`config.mk`:
```
export PLATFORM = sky130hd
export DESIGN_NAME = atm_pin_auth
export DESIGN_NICKNAME = d
export VERILOG_FILES = /design/src/rtl/atm_pin_auth.sv
export SDC_FILE = /design/constraint.sdc
export NUM_CORES = 1
export LEC_CHECK = 0
export CAP_MARGIN = 15
export CORE_UTILIZATION = 35
export CTS_BUF_LIST = sky130_fd_sc_hd__clkbuf_16
export DETAILED_ROUTE_END_ITERATION = 10
export REMOVE_ABC_BUFFERS = 1
export SLEW_MARGIN = 40
export SYNTH_ARGS = -nofsm -noshare
export SYNTH_HDL_FRONTEND = slang
export SYNTH_SLANG_ARGS = --single-unit
export TNS_END_PERCENT = 1
```
`constraint.sdc`:
```
create_clock -name clk -period 5.2 [get_ports clk]
set_clock_uncertainty 0.1 [all_clocks]
set_input_delay 0.78 -clock clk [delete_from_list [all_inputs] [get_ports clk]]
set_output_delay 0.78 -clock clk [all_outputs]
set_load 0.02 [all_outputs]
```
`src/rtl/atm_pin_auth.sv`:
```
// PIN entry and card authentication ahead of the ATM transaction FSM.
// Collects four BCD digits, checks them against PIN, enforces retries and a timed lockout.
module atm_pin_auth #(
  parameter logic [15:0] PIN            = 16'h1234,
  parameter int          MAX_TRIES      = 3,
  parameter int          TIMEOUT_CYCLES = 1000,
  parameter int          LOCK_CYCLES    = 100
) (
  input  logic       clk,
  input  logic       rst,
  input  logic       card_present,
  input  logic       digit_valid,
  input  logic [3:0] digit,
  input  logic       enter,
  input  logic       clear,
  output logic [1:0] card_input,
  output logic [2:0] digits_entered,
  output logic [1:0] tries_left,
  output logic       locked,
  output logic       timeout
);

  localparam int TMR_W = (TIMEOUT_CYCLES > 1) ? $clog2(TIMEOUT_CYCLES + 1) : 1;
  localparam int LCK_W = (LOCK_CYCLES > 1) ? $clog2(LOCK_CYCLES) : 1;

  typedef enum logic [2:0] {
    S_IDLE,
    S_ENTRY,
    S_CHECK,
    S_GRANTED,
    S_SESSION,
    S_DENIED,
    S_LOCKED
  } state_t;

  state_t             state;
  state_t             next_state;
  logic [15:0]        buffer;
  logic [2:0]         count;
  logic [1:0]         tries;
  logic [TMR_W-1:0]   idle_tmr;
  logic [LCK_W-1:0]   lock_cnt;
  logic               timeout_q;

  logic               entry_stay;
  logic               digit_ok;
  logic               tmr_fire;
  logic               entry_fire;
  logic               pin_match;
  logic               lock_done;
  logic [1:0]         tries_dec;

  function automatic logic is_bcd(input logic [3:0] d);
    return d <= 4'd9;
  endfunction

  // Lock counter parks at its terminal value so a card left in keeps the unit locked.
  function automatic logic [LCK_W-1:0] lock_sat_inc(input logic [LCK_W-1:0] v);
    if (v == LCK_W'(LOCK_CYCLES - 1)) return v;
    return v + 1'b1;
  endfunction

  assign digit_ok   = digit_valid && !clear && !enter && is_bcd(digit) && (count < 3'd4);
  assign tmr_fire   = (idle_tmr == TMR_W'(TIMEOUT_CYCLES - 1));
  assign entry_stay = (state == S_ENTRY) && (next_state == S_ENTRY);
  assign entry_fire = entry_stay && !clear && !digit_ok && tmr_fire;
  assign pin_match  = (buffer == PIN);
  assign lock_done  = (lock_cnt == LCK_W'(LOCK_CYCLES - 1));
  assign tries_dec  = tries - 2'd1;

  always_ff @(posedge clk or posedge rst) begin
    if (rst) state <= S_IDLE;
    else     state <= next_state;
  end

  always_comb begin
    next_state = state;
    case (state)
      S_IDLE:    if (card_present) next_state = S_ENTRY;
      S_ENTRY: begin
        if (!card_present)                        next_state = S_IDLE;
        else if (!clear && enter && count == 3'd4) next_state = S_CHECK;
      end
      S_CHECK: begin
        if (!card_present)          next_state = S_IDLE;
        else if (pin_match)         next_state = S_GRANTED;
        else if (tries_dec == 2'd0) next_state = S_LOCKED;
        else                        next_state = S_DENIED;
      end
      S_GRANTED: next_state = card_present ? S_SESSION : S_IDLE;
      S_SESSION: if (!card_present) next_state = S_IDLE;
      S_DENIED:  next_state = card_present ? S_ENTRY : S_IDLE;
      // Card removal alone does not release the lock; the hold time must also expire.
      S_LOCKED:  if (lock_done && !card_present) next_state = S_IDLE;
      default:   next_state = S_IDLE;
    endcase
  end

  always_comb begin
    card_input = 2'b00;
    case (state)
      S_GRANTED:         card_input = 2'b10;
      S_DENIED, S_LOCKED: card_input = 2'b01;
      default:           card_input = 2'b00;
    endcase
    locked         = (state == S_LOCKED);
    digits_entered = count;
    tries_left     = tries;
    timeout        = timeout_q;
  end

  // The buffer survives only while collecting digits or handing them to CHECK.
  always_ff @(posedge clk or posedge rst) begin
    if (rst) begin
      buffer <= 16'h0000;
      count  <= 3'd0;
    end else if (entry_stay) begin
      if (clear || entry_fire) begin
        buffer <= 16'h0000;
        count  <= 3'd0;
      end else if (digit_ok) begin
        buffer <= {buffer[11:0], digit};
        count  <= count + 3'd1;
      end
    end else if (!((state == S_ENTRY) && (next_state == S_CHECK))) begin
      buffer <= 16'h0000;
      count  <= 3'd0;
    end
  end

  always_ff @(posedge clk or posedge rst) begin
    if (rst) begin
      tries <= 2'(MAX_TRIES);
    end else if (next_state == S_IDLE) begin
      tries <= 2'(MAX_TRIES);
    end else if ((state == S_CHECK) &&
                 ((next_state == S_DENIED) || (next_state == S_LOCKED))) begin
      tries <= tries_dec;
    end
  end

  always_ff @(posedge clk or posedge rst) begin
    if (rst) begin
      idle_tmr  <= '0;
      timeout_q <= 1'b0;
    end else begin
      timeout_q <= entry_fire;
      if (!entry_stay || clear || digit_ok || tmr_fire) idle_tmr <= '0;
      else                                              idle_tmr <= idle_tmr + 1'b1;
    end
  end

  always_ff @(posedge clk or posedge rst) begin
    if (rst)                    lock_cnt <= '0;
    else if (state != S_LOCKED) lock_cnt <= '0;
    else                        lock_cnt <= lock_sat_inc(lock_cnt);
  end

endmodule

```
Yosys cells after proc, flatten, opt, wreduce, memory -nomap -nowiden
Cells that the tools add are included.
Widths: inputs -> output; s select.
- add/subtract/negate cells: 4
- magnitude comparators: 2
- equal/unequal tests: 18
- mux-type cells: 27
- reduce and logical (&&, ||, !) cells: 29
- operator list (operator ; count):
    $mux 16 ; 4
    $mux 3 ; 12
    $pmux 3 s7 ; 1
    $eq 3x3->1 const B ; 6
    $eq 16x13->1 const B ; 1
    $mux 7 ; 2
    $logic_and 1x1->1 ; 13
    $add 10x1->10 const B ; 1
    $eq 10x10->1 const B ; 1
    $mux 10 ; 1
    $eq 3x2->1 const B ; 3
    $add 7x1->7 const B ; 1
    $eq 7x7->1 const B ; 1
    $eq 3x1->1 const B ; 2
    $logic_not 3->1 ; 2
    $mux 2 ; 3
    $ne 3x3->1 const B ; 2
    $logic_not 1->1 ; 5
    $logic_or 1x1->1 ; 5
    $le 4x4->1 const B ; 1
    $pmux 2 s2 ; 1
    $add 3x1->3 const B ; 1
    $lt 3x3->1 const B ; 1
    $mux 1 ; 3
    other kinds (7) ; 7
- flip-flop bits (word level): 42
- output and inout port bits: 9

Logic depth before layout (Yosys ltp)
- word-level depth: 14
- mapped depth: 8
- mapped depth without buffers: 6

Worst setup path before layout
Ideal clock, no wire load.
- kind: input to register
- from: input port clear
- to: register count[1], in the netlist digits_entered[1]
- library setup time: 64 ps
- data arrival time: 2006 ps
- required time: 5036 ps
- slack: 3030 ps
- stages on the path: 5
- buffers on the path: 1
- cells stage by stage: or3b_4 -> or3b_1 -> o31ai_4 -> buf_6 -> a22o_2
- word-level cells in the longest chain between the ends: 14
- elaborated cells on any way between the ends: 24
- ends and longest elaborated chain (item ; RTL line ; RTL):
    start: declaration ; 15 ; input logic clear,
    $logic_not 1->1 ; 63, 66, 82 ;
    $logic_and 1x1->1 (2 in series) ; 82 ; else if (!clear && enter && count == 3'd4) next_state = S_CHECK;
    $mux 3 ; 82 ;
    $mux 3 ; 81 ; if (!card_present) next_state = S_IDLE;
    $pmux 3 s7 ; 78 ; case (state)
    $eq 3x1->1 ; 65 ; assign entry_stay = (state == S_ENTRY) && (next_state == S_ENTRY);
    $logic_and 1x1->1 ; 65 ;
    $logic_and 1x1->1 (3 in series) ; 66 ; assign entry_fire = entry_stay && !clear && !digit_ok && tmr_fire;
    $logic_or 1x1->1 ; 118 ; if (clear || entry_fire) begin
    $ne 3x1->1 (no source line) / $mux 3 (equally long branches) ; n/a ;
    $reduce_and 2->1 (no source line) / $mux 3 (equally long branches) ; n/a ;
    end signal: assignment ; 123 ; count <= count + 3'd1;
    end: declaration ; 39 ; logic [2:0] count;
Parallel ways exist; a longest one is shown, timed or not.
A chain may end at the register's enable or synchronous reset.

Worst setup path in the final report
- from: register state[1]
- to: output port locked
- word-level cells in the longest chain between the ends: 1
- ends and longest elaborated chain (item ; RTL line ; RTL):
    start: declaration ; 36 ; state_t state;
    start signal: assignment ; 73 ; else state <= next_state;
    $eq 3x3->1 ; 106 ; locked = (state == S_LOCKED);
    end: declaration ; 19 ; output logic locked,
No other way between the ends.

==> impl_metrics.tcl <==
set metrics [dict create \
    clkSinkCount 42 \
    worstSetupEndpointType "output pin" \
    combPwrFrac_pct 2.7 \
    ant_nets 0 \
    timing.hold.ws_ns 0.381 \
    worst-slew-pin-transition_ns 0.708 \
    grt_start_max_net_pins 43 \
    pd_cells_nw_per_um2 268 \
    place.detailed.hpwl_um 2660 \
    grt_antenna_before_repair 0 \
    synthArstFlopShare_pct 100 \
    io_buffer_count 18 \
    timing.critical_path.fanout_max 10 \
    area.growth.synth_to_final_pct 19.2 \
    min-delay-path-class "flip-flop to flip-flop" \
    grt.total_usage_pct 14.4 \
    timing.final.crit_share_pct 56.6 \
    cts_hold_buffers 0 \
    grt_first_pass_wirelength_um 6810 \
    place.gp.congestion 0.730 \
    global_route.overflow_total 0 \
    detailroute.via_count 1460 \
    clock_latency_ns 0.28 \
    top_level_ports 19 \
    drt-pass1-iter-count 4 \
    critical_path.startpoint_type "flip-flop" \
    power.share.clock_pct 47.3 \
    dominantRegCellSynth "sky130_fd_sc_hd__dfrtp_1" \
    synth-seq-cells 42 \
    data_arrival_time_of_the_critical_path_ns 2.06 \
    tritoncts "yes" \
    worst_ep_required_time_ns 4.32 \
    vertical_die_dimension_um 78.4 \
    cell_internal_pwr_w 0.000514 \
    post_cts.resized_instances 0 \
    synth_area_um2 2040 \
    unrepaired_setup_endpoints_after_global_routing "false" \
    die_area_um2 6150 \
    vias_per_cell 5.23 \
    htree_num_levels 2 \
    cts_post_setup_buffers_inserted 0 \
    yosys.cell_types.count 48 \
    yosysWarningCount 0 \
    drt_iter0_markers 72 \
    die_width_um 78.4 \
    first_global_vias 1425 \
    fin_setup_tns_ns 0 \
    worst_ir_drop_on_vdd_v 0.000127 \
    finalSetupViolations 0 \
    yosysSeqAreaShare_pct 51.5 \
    leakage_nw 1.00 \
    run_status "finished clean" \
    syn_inst 186 \
    drive_above_1_share_pct 14.0 \
    number_of_buffers_created_by_cts 5 \
    root_buffer "sky130_fd_sc_hd__clkbuf_16" \
    drv_slew 0 \
    pwr-share-seq_pct 50.0 \
    synth.avg_cell_area_um2 11.0 \
    edff_count_synth 0 \
    worst_setup_hold_path_clk_slew_ns 0.06 \
    crit_type "flip-flop to output pin" \
    sw_frac_of_total_pct 21.5 \
    max-clock-path-buffers 2 \
    drc 0 \
    layout_min_cycle_time_ns 2.94 \
    initial_utilization_pct 36.7 \
    hold_violations 0 \
    core_area_um2 5570 \
    power_dissipated_by_switching_net_loads_w 0.000140 \
    wl_per_cell_um 13.6 \
    antennaDiodeCount 0 \
    max_freq_mhz 340 \
    rows 27 \
    num-nets-final 221 \
    maxCapViolations 0 \
    drt_wl_total_um 3800 \
    relSlewSlack_pct 52.8 \
]
layer usage:
metal	wire, um	GRT usage, %
met3	172	4.19
met1	1870	19.2
met4	63	5.74
met2	1690	22.0
met5	0	0
worst max-delay path, cell delays in order (launching register included):
cell and delay (ns):
sky130_fd_sc_hd__dfrtp_1 0.50, sky130_fd_sc_hd__nand2_1 0.10, sky130_fd_sc_hd__or2_2 0.37, sky130_fd_sc_hd__inv_1 0.18
sky130_fd_sc_hd__clkdlybuf4s50_1 0.63
state kept, by name, summed over array words and instances (netlist names):
name and cells:
timeout 1, digits_entered 3, state 3, tries_left 2, idle_tmr 10, buffer 16, lock_cnt 7
area by class of cell:
type	instances	area, um^2
sequential	42	1050
multi-input combinational	130	927
timing repair buffer	19	188
fill	530	3140
clock inverter	3	23.8
tap	72	90.1
inverter	8	30.0
clock buffer	5	125
power by group through the flow:
stage / registers [W] / clock network, W / logic [W]
detailed placement: 0.000333 / 0 / 0.0000186
finish: 0.000327 / 0.000310 / 0.0000178
global placement: 0.000333 / 0 / 0.0000185
CTS: 0.000327 / 0.000319 / 0.0000187
floorplan: 0.000333 / 0 / 0.00000746
global route: 0.000327 / 0.000332 / 0.0000204
cells in the mapped netlist, drive strengths merged, types with 3 or more instances:
master / count / share of area [%]
nand2: 9 / 1.7
or3: 6 / 1.8
o21ai: 8 / 2.0
nand3: 7 / 1.7
a22o: 17 / 7.9
dfrtp: 40 / 49
nor2: 22 / 4.2
nor4b: 3 / 1.3
xnor2: 7 / 3.0
or3b: 3 / 1.4
nor3: 5 / 1.2
inv: 8 / 1.5
xor2: 5 / 2.1
buf: 4 / 1.3
ha: 5 / 3.1
placed cells by master (no fill, tap or decap), types with 2 or more instances in the layout:
cell and instances:
sky130_fd_sc_hd__a21oi_1 2, sky130_fd_sc_hd__a22o_1 7, sky130_fd_sc_hd__a22o_2 10, sky130_fd_sc_hd__clkbuf_16 5, sky130_fd_sc_hd__clkdlybuf4s50_1 18, sky130_fd_sc_hd__clkinvlp_4 2, sky130_fd_sc_hd__dfrtp_1 40, sky130_fd_sc_hd__dfstp_2 2
sky130_fd_sc_hd__ha_1 5, sky130_fd_sc_hd__inv_1 8, sky130_fd_sc_hd__mux2_2 2, sky130_fd_sc_hd__nand2_1 9, sky130_fd_sc_hd__nand2b_1 2, sky130_fd_sc_hd__nand3_1 7, sky130_fd_sc_hd__nand4_1 2, sky130_fd_sc_hd__nor2_1 21
sky130_fd_sc_hd__nor3_1 5, sky130_fd_sc_hd__nor4b_1 3, sky130_fd_sc_hd__o2111ai_1 2, sky130_fd_sc_hd__o211ai_1 2, sky130_fd_sc_hd__o21ai_0 8, sky130_fd_sc_hd__o2bb2ai_1 2, sky130_fd_sc_hd__or3_1 6, sky130_fd_sc_hd__xnor2_1 7
sky130_fd_sc_hd__xor2_1 5
path summary, 6_finish.rpt:
check / endpoint / depth (start not counted) / from / slack [ns]
worst max-delay path: locked / 4 / state[1] / 2.26
worst min-delay path: idle_tmr[0] / 1 / idle_tmr[0] / 0.38
worst max register to register: digits_entered[0] / 4 / state[2] / 3.03
worst min register to register: idle_tmr[0] / 1 / idle_tmr[0] / 0.38
max in group asynchronous: tries_left[1] / 3 / rst / 3.80
min in group asynchronous: idle_tmr[0] / 3 / rst / 0.82
stage by stage:
stage,std cells,setup WS (ns),power [W],util (%),instance area [um^2]
after CTS,279,2.24,0.000664,43.7,2440
after floorplan,180,2.95,0.000340,-,2010
after detailed placement,271,2.32,0.000351,41.1,2290
final,279,2.26,0.000654,43.7,2440
after global routing,279,2.15,0.000679,43.7,2440
after global placement,271,2.34,0.000351,41.1,2290
cell families (layout without fill, tap and decap cells):
family / Yosys count / after routing / share of synthesized area, %
compound gates: 40 / 40 / 16.3
xor+xnor: 12 / 12 / 5.14
fa+ha+maj: 5 / 5 / 3.06
buf+inv: 14 / 35 / 3.12
flops: 42 / 42 / 51.5
mux: 3 / 3 / 1.59
simple gates: 70 / 70 / 19.2
(Power assumes the default switching activity.)
